File: config.mk
export PLATFORM = sky130hd
export DESIGN_NAME = sub8_brent_kung_flat
export DESIGN_NICKNAME = d
export VERILOG_FILES = /design/src/rtl/sub8_brent_kung_if.sv /design/src/rtl/sub8_brent_kung.sv /design/src/flat_wrapper.sv
export SDC_FILE = /design/constraint.sdc
export NUM_CORES = 1
export LEC_CHECK = 0
export CELL_PAD_IN_SITES_DETAIL_PLACEMENT = 0
export CELL_PAD_IN_SITES_GLOBAL_PLACEMENT = 1
export CORE_ASPECT_RATIO = 0.9
export CORE_MARGIN = 8
export CORE_UTILIZATION = 45
export DETAILED_ROUTE_END_ITERATION = 12
export GPL_TIMING_DRIVEN = 0
export MAX_ROUTING_LAYER = met4
export PLACE_DENSITY_LB_ADDON = 0.3
export SYNTH_ARGS = -nofsm -noshare
export SYNTH_HDL_FRONTEND = slang
export SYNTH_SLANG_ARGS = --single-unit
File: constraint.sdc
create_clock -name clk -period 2.43 [get_ports clk]
set_input_delay 0.486 -clock clk [delete_from_list [all_inputs] [get_ports clk]]
set_output_delay 0.486 -clock clk [all_outputs]
set_load 0.01 [all_outputs]
File: src/rtl/sub8_brent_kung_if.sv
// Operand/result bundle for the pipelined Brent-Kung subtractor.
// master drives operands and control; slave is the subtractor.
interface sub8_brent_kung_if #(
    parameter int unsigned N = 8
);
    logic         iValid;
    logic         iHold;
    logic         iBorrowIn;
    logic [N-1:0] iX;
    logic [N-1:0] iY;
    logic [N-1:0] oZ;
    logic         oBorrowOut;
    logic         oOverflow;
    logic         oZero;
    logic         oReady;

    modport master (
        output iValid, iHold, iBorrowIn, iX, iY,
        input  oZ, oBorrowOut, oOverflow, oZero, oReady
    );

    modport slave (
        input  iValid, iHold, iBorrowIn, iX, iY,
        output oZ, oBorrowOut, oOverflow, oZero, oReady
    );
endinterface

File: src/rtl/sub8_brent_kung.sv
// 3-rank pipelined 8-bit subtractor Z = X + ~Y + ~Bin on a Brent-Kung carry tree, with hold and flags.
// Define SUB8_BK_SATURATE_EN to clamp underflowing results to zero.
module sub8_brent_kung (
    input logic              clk,
    input logic              resetn,
    sub8_brent_kung_if.slave bus
);
    localparam int unsigned N  = 8;
    localparam int unsigned NP = 5;

    logic [N-1:0]  xR0, nyR0;
    logic          cinR0, vldR0;

    logic [N-1:0]  gBit, pBit;
    logic          g0c, g10, g32, p32, g54, p54, g76, p76, g30, g74, p74;

    logic [N-1:0]  gR1, sumPR1;
    logic [NP-1:0] pR1;
    logic          cinR1, xMsbR1, yMsbR1, vldR1;

    logic          g5f;
    logic [N:0]    carry;
    logic [N-1:0]  diff, zNext;
    logic          borrowNext, ovfNext;

    logic [N-1:0]  zR2;
    logic          borrowR2, ovfR2, zeroR2, readyR2;

    // R0: capture minuend, inverted subtrahend and inverted borrow-in
    always_ff @(posedge clk or negedge resetn) begin
        if (!resetn) begin
            xR0   <= '0;
            nyR0  <= '0;
            cinR0 <= 1'b0;
            vldR0 <= 1'b0;
        end else if (!bus.iHold) begin
            xR0   <= bus.iX;
            nyR0  <= ~bus.iY;
            cinR0 <= ~bus.iBorrowIn;
            vldR0 <= bus.iValid;
        end
    end

    // Prefix levels 1-2; carry-in is folded into the bit-0 generate
    assign gBit = xR0 & nyR0;
    assign pBit = xR0 ^ nyR0;
    assign g0c  = gBit[0] | (pBit[0] & cinR0);
    assign g10  = gBit[1] | (pBit[1] & g0c);
    assign g32  = gBit[3] | (pBit[3] & gBit[2]);
    assign p32  = pBit[3] & pBit[2];
    assign g54  = gBit[5] | (pBit[5] & gBit[4]);
    assign p54  = pBit[5] & pBit[4];
    assign g76  = gBit[7] | (pBit[7] & gBit[6]);
    assign p76  = pBit[7] & pBit[6];
    assign g30  = g32 | (p32 & g10);
    assign g74  = g76 | (p76 & g54);
    assign p74  = p76 & p54;

    // R1: gR1[i] is the partial group generate ending at bit i
    always_ff @(posedge clk or negedge resetn) begin
        if (!resetn) begin
            gR1    <= '0;
            pR1    <= '0;
            sumPR1 <= '0;
            cinR1  <= 1'b0;
            xMsbR1 <= 1'b0;
            yMsbR1 <= 1'b0;
            vldR1  <= 1'b0;
        end else if (!bus.iHold) begin
            gR1    <= {g74, gBit[6], g54, gBit[4], g30, gBit[2], g10, g0c};
            pR1    <= {p74, pBit[6], p54, pBit[4], pBit[2]};
            sumPR1 <= pBit;
            cinR1  <= cinR0;
            xMsbR1 <= xR0[N-1];
            yMsbR1 <= ~nyR0[N-1];
            vldR1  <= vldR0;
        end
    end

    // Level 3 (bit 7) plus the fill-in cells for bits 2, 4, 5, 6
    assign g5f   = gR1[5] | (pR1[2] & gR1[3]);
    assign carry = {gR1[7] | (pR1[4] & gR1[3]),
                    gR1[6] | (pR1[3] & g5f),
                    g5f,
                    gR1[4] | (pR1[1] & gR1[3]),
                    gR1[3],
                    gR1[2] | (pR1[0] & gR1[1]),
                    gR1[1],
                    gR1[0],
                    cinR1};

    assign diff       = sumPR1 ^ carry[N-1:0];
    assign borrowNext = ~carry[N];
    assign ovfNext    = (xMsbR1 != yMsbR1) & (diff[N-1] != xMsbR1);

`ifdef SUB8_BK_SATURATE_EN
    assign zNext = borrowNext ? '0 : diff;
`else
    assign zNext = diff;
`endif

    // R2: registered result and flags
    always_ff @(posedge clk or negedge resetn) begin
        if (!resetn) begin
            zR2      <= '0;
            borrowR2 <= 1'b0;
            ovfR2    <= 1'b0;
            zeroR2   <= 1'b0;
            readyR2  <= 1'b0;
        end else if (!bus.iHold) begin
            zR2      <= zNext;
            borrowR2 <= borrowNext;
            ovfR2    <= ovfNext;
            zeroR2   <= ~|zNext;
            readyR2  <= vldR1;
        end
    end

    assign bus.oZ         = zR2;
    assign bus.oBorrowOut = borrowR2;
    assign bus.oOverflow  = ovfR2;
    assign bus.oZero      = zeroR2;
    assign bus.oReady     = readyR2;
endmodule

File: src/flat_wrapper.sv
// flat-port wrapper written by rule: the top's interface ports become plain ports
module sub8_brent_kung_flat 
  (clk, resetn, bus_iValid, bus_iHold, bus_iBorrowIn, bus_iX, bus_iY, bus_oZ, bus_oBorrowOut, bus_oOverflow, bus_oZero, bus_oReady);
  sub8_brent_kung_if bus_i ();
  input logic clk;
  input logic resetn;
  input wire logic [$bits(bus_i.iValid)-1:0] bus_iValid;
  input wire logic [$bits(bus_i.iHold)-1:0] bus_iHold;
  input wire logic [$bits(bus_i.iBorrowIn)-1:0] bus_iBorrowIn;
  input wire logic [$bits(bus_i.iX)-1:0] bus_iX;
  input wire logic [$bits(bus_i.iY)-1:0] bus_iY;
  output wire logic [$bits(bus_i.oZ)-1:0] bus_oZ;
  output wire logic [$bits(bus_i.oBorrowOut)-1:0] bus_oBorrowOut;
  output wire logic [$bits(bus_i.oOverflow)-1:0] bus_oOverflow;
  output wire logic [$bits(bus_i.oZero)-1:0] bus_oZero;
  output wire logic [$bits(bus_i.oReady)-1:0] bus_oReady;
  assign bus_i.iValid = bus_iValid;
  assign bus_i.iHold = bus_iHold;
  assign bus_i.iBorrowIn = bus_iBorrowIn;
  assign bus_i.iX = bus_iX;
  assign bus_i.iY = bus_iY;
  assign bus_oZ = bus_i.oZ;
  assign bus_oBorrowOut = bus_i.oBorrowOut;
  assign bus_oOverflow = bus_i.oOverflow;
  assign bus_oZero = bus_i.oZero;
  assign bus_oReady = bus_i.oReady;
  sub8_brent_kung u_core (.clk(clk), .resetn(resetn), .bus(bus_i));
endmodule
# Word level (Yosys, flattened, before mapping)
# Cells that the tools add are included.
[totals] register_bits=55 in_bits=21 out_inout_bits=12 wordCells=56
[op_classes] eq_ne=2 bitwise_logic=36 reduce_logical=2
[op_table] op="$and 1x1->1" count=17
[op_table] op="$xor 8x8->8" count=2
[op_table] op="$or 1x1->1" count=12
[op_table] op="$and 8x8->8" count=1
[op_table] op="$not 8->8" count=1
[op_table] op="$reduce_or 8->1" count=1
[op_table] op="$not 1->1" count=3
[op_table] op="$ne 1x1->1" count=2
[op_table] op="$logic_not 1->1" count=1

# Depth between registers and ports, before layout
# Gate-level depths: netlist (run 1).
[depth] word_depth=7 mapped_depth=7 depth_no_buf=7

# Worst setup path after synthesis (run 1)
# OpenSTA, ideal clock, no wires.
[synth_timing] path_type="reg-to-reg" start="reg u_core.gR1[3]" end="reg u_core.zeroR2 (netlist: u_core.bus.oZero)" setup_ns=0.066 arrival_ns=1.529 required_time_ns=2.364 path_slack_ns=0.835 stages_incl_launch_ff=8 path_buffers=0 synth_period_minus_slack_ns=1.595 cell_sequence="dfrtp_1 -> nand2_1 -> nand2_1 -> ha_1 -> or4_1 -> nor3_2 -> nand4_1 -> nand2_1"
[synth_via] elab_cells_between_ends=9 classes_between="bitwise: 7; reduce/logical: 2"
[synth_rtl] element="from (decl)" line_no="sub8_brent_kung.sv:17" text="logic [N-1:0] gR1, sumPR1;"
[synth_rtl] element="from (signal assigned)" line_no="sub8_brent_kung.sv:70" text="gR1 <= {g74, gBit[6], g54, gBit[4], g30, gBit[2], g10, g0c};"
[synth_rtl] element="$and 1x1->1" line_no="sub8_brent_kung.sv:81" text="assign g5f = gR1[5] | (pR1[2] & gR1[3]);"
[synth_rtl] element="$or 1x1->1" line_no="sub8_brent_kung.sv:81"
[synth_rtl] element="$xor 8x8->8" line_no="sub8_brent_kung.sv:92" text="assign diff = sumPR1 ^ carry[N-1:0];"
[synth_rtl] element="via u_core.diff[6]" line_no="sub8_brent_kung.sv:23" text="logic [N-1:0] diff, zNext;"
[synth_rtl] element="$reduce_or 8->1" line_no="sub8_brent_kung.sv:114" text="zeroR2 <= ~|zNext;"
[synth_rtl] element="$logic_not 1->1" line_no="sub8_brent_kung.sv:114"
[synth_rtl] element="to (signal assigned)" line_no="sub8_brent_kung.sv:114"
[synth_rtl] element="to (decl)" line_no="sub8_brent_kung.sv:27" text="logic borrowR2, ovfR2, zeroR2, readyR2;"
# The timed path passes the listed nets, and every way through them passes these cells.
# A chain may end at the register's enable or synchronous reset.

# Final worst setup path (run 1)
# Same ends and word-level chain as after synthesis.

==> flow_metrics.py, run 1 <==
metrics = {
    "worst_setup_path": {
        "crit-reg2reg-capture": "u_core.bus.oZero",
        "critPathRequiredTime_ns": 2.67,
        "r2r_setup_slack_ns": 0.63,
        "endpoint": "u_core.bus.oZero",
        "reg2reg_depth": 7,
        "setup.worst_path.start_class": "register",
        "cp_max_fo": 4,
        "worstReg2RegStart": "u_core.gR1[3]",
        "critPathCaptureType": "register",
        "worstPathArrival_ns": 2.04,
        "critPathLaunch": "u_core.gR1[3]",
        "worst-setup-path-type": "reg2reg",
    },
    "routing": {
        "wl_met2_um": 2160,
        "met3_length_um": 211,
        "drtPass1Iterations": 4,
        "wl_per_cell_um": 16.1,
        "num_vias": 1397,
        "ant_nets": 0,
        "drc": 0,
        "wl_met1_um": 2040,
        "dr.first_iter.drc_count": 47,
        "maxUsedRoutingLayer": "met4",
        "vias_per_cell": 5.04,
        "wirelength_um": 4470,
    },
    "power_and_ir_drop": {
        "p_clk_share_pct": 25.1,
        "switching_share_pct": 27.2,
        "p_leak_nw": 1.24,
        "power_mw": 2.29,
        "p_switching_mw": 0.623,
        "power_frac_comb_pct": 25.5,
        "pwr-share-seq_pct": 49.4,
        "intPower_mw": 1.67,
        "vdd_drop_max_mv": 0.363,
        "powerDensity_nw_per_um2": 839,
    },
    "placed_design": {
        "post-place-ws_ns": 0.658,
        "gp_congestion": 0.735,
        "dp_cells": 269,
        "io_buffers": 31,
        "dp_hpwl_um": 3290,
    },
    "synth": {
        "avgSynthCellArea_um2": 12.9,
        "synth_ff_type": "dfrtp_1",
        "syn-num-nets": 204,
        "syn_area_um2": 2220,
        "ys_ff_latch": 52,
        "seq_area_frac_synth_pct": 58.7,
        "syn_inst": 172,
        "synth_cell_types": 20,
        "synth_edf_count": 0,
        "synthArstFlopShare_pct": 100,
        "ys_warn_count": 0,
    },
    "clock_network": {
        "cts.sinks": 52,
        "cts_buffer_depth": 2,
        "cts_resized": 0,
        "cts-root-buf": "clkbuf_8",
        "cts-htree-levels": 2,
        "hold_buffers": 0,
        "numCtsBuffers": 5,
        "cts_tree": "done",
        "insertion_delay_ns": 0.30,
        "cts_setup_buffers": 0,
        "clk_pin_slew_worst_paths_ns": 0.09,
    },
    "grt": {
        "antenna_found_initial": 0,
        "grt_pass1_wl_um": 7490,
        "grt_overflow": 0,
        "grt.total_usage_pct": 13.2,
        "grt_max_degree": 40,
        "grt_pass1_vias": 1592,
    },
    "timing": {
        "max-slew-margin-rel_pct": 63.7,
        "finalCriticalPeriod_ns": 1.80,
        "clock_skew_ns": 0.00261,
        "finalHoldViolations": 0,
        "worst_slew_pin_slew_ns": 0.544,
        "fin_crit_sh_pct": 74.2,
        "setup_violations": 0,
        "fin_ws_ns": 0.628,
        "rsz0062_at_grt": "no",
        "timing.fmax_mhz": 555,
        "slew_violations": 0,
        "holdWs_ns": 0.0714,
    },
    "floorplanning": {
        "dieArea_um2": 7430,
        "ios": 33,
        "fp.coreArea_um2": 4800,
        "die_h_um": 82.6,
        "die_x_um": 90.0,
        "rows": 24,
        "initial_core_util_pct": 46.1,
    },
    "finish": {
        "diodes": 0,
        "synthToLayoutAreaGrowth_pct": 23.2,
        "register_area_um2": 1300,
        "instances_no_fill": 277,
        "drive_above_1_share_pct": 22.2,
        "multiInputGateArea_um2": 858,
        "layout.cells.most_common_list": "dfrtp_1 (52), mux2_2 (30), clkdlybuf4s50_1 (30)",
        "n_fill_cell": 424,
        "final_common_cell": "dfrtp_1",
        "fin_nets": 243,
    },
    "hold_path": {
        "hp-class": "in2async",
    },
    "run_status": {
        "outcome": "completed",
    },
    "flow_run": {
        "cap_violations": 0,
    },
}
-- cells in the mapped netlist, drive strengths merged (2+ instances only) --
cell    instances  area (um^2)
xor2            5         43.8
nand2          18         67.6
buf             5         25.0
mux2i           6         60.1
nand4           2         12.5
o21ai          14         70.1
mux2           30          338
inv             5         18.8
dfrtp          52         1300
nor2            7         26.3
clkbuf          3         12.5
a21oi           3         15.0
ha             11          138
a21o            3         22.5
nor2b           4         25.0
-- routing by layer --
layer  global-route usage (%)  vias up
li1                         -      665
met1                     14.7      695
met2                     22.3       32
met3                     3.97        5
met4                     5.31        0
met5                        -        -
-- critical path, cell delays in order (launching register included) --
cell     delay, ns
dfrtp_1       0.45
nand2_1       0.09
nand2_1       0.06
ha_1          0.32
or4_1         0.50
nor3_2        0.12
nand4_1       0.11
nand2_1       0.09
-- per-stage QoR --
step | instance area (um^2) | setup TNS (ns) | utilization [%]
3_3_place_gp | 2610 | -28.61 | 54.3
3_5_place_dp | 2620 | 0 | 54.6
6_report | 2730 | 0 | 56.8
4_1_cts | 2730 | 0 | 56.8
5_1_grt | 2730 | 0 | 56.8
2_1_floorplan | 2220 | 0 | -
-- kinds of logic after synthesis --
family | Yosys count | share of synthesized area, %
xor gates and xnor gates | 5 | 1.98
and+or+nand+nor | 33 | 6.72
adders and majority gates | 11 | 6.21
buffers and inverters | 13 | 2.54
AOI/OAI and AO/OA | 22 | 5.87
muxes | 36 | 18.0
DFF | 52 | 58.7
-- final cells by class --
class | count | area share, %
Buffer | 8 | 1.37
Clock buffer | 6 | 2.66
Timing Repair Buffer | 32 | 11.9
Inverter | 5 | 0.687
Tap cell | 65 | 2.98
Multi-Input combinational cell | 107 | 31.4
Sequential cell | 52 | 47.7
Clock inverter | 2 | 1.28
-- power groups by stage --
stage,logic [mW],registers [mW],clock network [mW]
3_3_place_gp,0.573,1.14,0
5_1_grt,0.644,1.15,0.635
3_5_place_dp,0.590,1.15,0
2_1_floorplan,0.282,1.16,0
4_1_cts,0.595,1.13,0.600
6_report,0.583,1.13,0.574
-- how the worst min path moves through the flow --
stage / startpoint / endpoint / slack (ns) / cells past startpoint
after floorplan: resetn / u_core.bus.oBorrowOut / 0.19 / 0
after global placement: u_core.bus.oZero / u_core.bus.oZero / 0.46 / 2
after detailed placement: resetn / u_core.bus.oZ[0] / 0.40 / 1
after CTS: resetn / u_core.bus.oZ[0] / 0.07 / 1
after global routing: resetn / u_core.bus.oZ[0] / 0.07 / 1
final: resetn / u_core.bus.oZ[0] / 0.07 / 1
-- sequential cells by signal, summed over array words and instances (netlist names) --
name / flops
u_core.bus.oZ: 8
u_core.gR1: 8
u_core.nyR0: 8
u_core.xR0: 8
u_core.pR1: 5
u_core.sumPR1: 5
u_core.bus.oBorrowOut: 1
u_core.bus.oOverflow: 1
u_core.bus.oReady: 1
u_core.bus.oZero: 1
u_core.cinR0: 1
u_core.cinR1: 1
u_core.vldR0: 1
u_core.vldR1: 1
u_core.xMsbR1: 1
u_core.yMsbR1: 1
Power figures use the tool's default switching activity.
==> run 2: changes to the inputs <==
- CORE_UTILIZATION: 45 -> 39
- clock period: 2.43 -> 1.6 ns (I/O delays scaled with it)
==> run 2 against run 1 <==
Effect of this change:
- the flow now finishes with violations (setup timing)
- wire length increased by 0.51%
- sequential cell count unchanged
- design area increased by 1.8%
- combinational power increased by 69%
- clock skew about the same
- non-clock buffer count increased by 5
- register-to-register slack got worse by 0.65 ns
- first-iteration DRC count increased by 43%
- sequential share of layout area decreased by 0.84 points
- die area increased by 12%
- via count increased by 0.72%
- sequential power increased by 52%
==> flow_metrics.py, run 2 (synthesis results as in run 1) <==
metrics = {
    "finish": {
        "final_util_pct": 49.7,
        "drive_above_1_share_pct": 25.2,
        "final_area_um2": 2780,
        "instances_no_fill": 284,
        "final_common_cell": "dfrtp_1",
        "fin_nets": 248,
        "diodes": 0,
        "n_fill_cell": 527,
        "layout.cells.most_common_list": "dfrtp_1 (52), mux2_2 (30), clkdlybuf4s50_1 (30)",
        "synthToLayoutAreaGrowth_pct": 25.4,
    },
    "floorplanning": {
        "rows": 26,
        "fp.coreArea_um2": 5600,
        "die_h_um": 87.5,
        "dieArea_um2": 8350,
        "initial_core_util_pct": 39.6,
        "ios": 33,
        "die_x_um": 95.5,
    },
    "placed_design": {
        "post-place-ws_ns": -0.201,
        "io_buffers": 31,
        "dp_hpwl_um": 3260,
        "placed_area_um2": 2630,
        "dp_cells": 274,
        "gp_congestion": 0.781,
    },
    "power_and_ir_drop": {
        "vdd_drop_max_mv": 0.585,
        "intPower_mw": 2.42,
        "pwr-share-seq_pct": 51.0,
        "powerDensity_nw_per_um2": 1210,
        "p_leak_nw": 1.25,
        "power_frac_comb_pct": 29.3,
        "switching_share_pct": 28.2,
        "p_clk_share_pct": 19.8,
        "p_switching_mw": 0.952,
        "power_mw": 3.37,
    },
    "grt": {
        "grt_overflow": 0,
        "grt_max_degree": 33,
        "antenna_found_initial": 0,
        "grt_pass1_wl_um": 7610,
        "grt.total_usage_pct": 12.2,
        "grt_pass1_vias": 1558,
    },
    "worst_setup_path": {
        "critPathCaptureType": "register",
        "cp_max_fo": 4,
        "critPathRequiredTime_ns": 1.84,
        "setup.worst_path.start_class": "register",
        "worstPathArrival_ns": 1.87,
        "r2r_setup_slack_ns": -0.02,
        "worst-setup-path-type": "reg2reg",
    },
    "timing": {
        "worst_slew_pin_slew_ns": 0.513,
        "clock_skew_ns": 0.00215,
        "fin_ws_ns": -0.0250,
        "fin_crit_sh_pct": 102,
        "finalCriticalPeriod_ns": 1.62,
        "finalHoldViolations": 0,
        "slew_violations": 0,
        "timing.fmax_mhz": 615,
        "rsz0062_at_grt": "yes",
        "max-slew-margin-rel_pct": 65.8,
        "setup_violations": 1,
    },
    "routing": {
        "ant_nets": 0,
        "wl_met1_um": 2120,
        "maxUsedRoutingLayer": "met4",
        "wl_per_cell_um": 15.8,
        "num_vias": 1407,
        "wirelength_um": 4490,
        "drc": 0,
        "vias_per_cell": 4.95,
        "wl_met2_um": 2080,
        "dr.first_iter.drc_count": 67,
        "drtPass1Iterations": 2,
        "met3_length_um": 201,
    },
    "run_status": {
        "outcome": "complete, but fails checks",
        "violations": "setup timing",
    },
    "clock_network": {
        "cts_tree": "done",
        "cts_buffer_depth": 2,
        "cts-htree-levels": 2,
        "cts.sinks": 52,
        "clk_pin_slew_worst_paths_ns": 0.08,
        "cts-root-buf": "clkbuf_8",
        "insertion_delay_ns": 0.30,
        "numCtsBuffers": 5,
    },
    "hold_path": {
        "hp-class": "in2reg",
    },
    "flow_run": {
        "cap_violations": 0,
    },
}
==> run 2: final cells by class <==
cell class	instances	area [um^2]	share of cell area, %
sequential	52	1300	46.8
timing repair buffer	37	365	13.1
inverter	5	18.8	0.675
clock buffer	5	68.8	2.48
buffer	8	37.5	1.35
tap	70	87.6	3.15
multi-input combinational	107	900	32.4
==> run 2: routing by layer <==
| metal | GRT usage, % | up-vias |
|---|---|---|
| li1 | - | 677 |
| met1 | 15.1 | 697 |
| met2 | 18.7 | 25 |
| met3 | 3.62 | 8 |
| met4 | 4.04 | 0 |
| met5 | - | - |
==> run 2: worst paths after layout <==
path,end,from,cells after the start
setup / recovery,u_core.bus.oZero,u_core.gR1[3],7
hold / removal,u_core.bus.oZero,bus_iHold,5
setup reg to reg,u_core.bus.oZero,u_core.gR1[3],7
hold reg to reg,u_core.bus.oBorrowOut,u_core.bus.oBorrowOut,1
max in group asynchronous,u_core.pR1[4],resetn,3
min in group asynchronous,u_core.cinR1,resetn,2
==> run 2: what timing repair did <==
| item | CTS | global route |
|---|---|---|
| gates resized for setup | 3 | 3 |
| pin swaps | 8 | 5 |
| hold endpoints to repair | 20 | 0 |
| hold buffers | 1 | 0 |
| setup buffers | 3 | 1 |
| setup endpoints to repair | 3 | 3 |
==> run 2: through the flow <==
stage / hold slack [ns] / setup TNS, ns
after floorplan: 0.0244 / 0
after global placement: 0.463 / -64.94
after detailed placement: 0.316 / -0.270
after CTS: 0.480 / -0.0881
after global routing: 0.496 / -0.150
final: 0.466 / -0.0250
==> run 2: power groups by stage <==
stage          combinational, mW  clock [mW]  sequential (mW)
6_report                   0.986       0.667             1.72
5_1_grt                     1.08       0.747             1.75
4_1_cts                    0.961       0.698             1.72
3_5_place_dp               0.902           0             1.74
3_3_place_gp               0.879           0             1.73
2_1_floorplan              0.429           0             1.76
==> run 2: critical path: stages, from the launching register on <==
cell and delay [ns]:
dfrtp_1 0.43, nand2_1 0.10, nand2_2 0.06, ha_4 0.22, or4_4 0.48, nor3_2 0.12
nand4_1 0.10, nand2_1 0.07
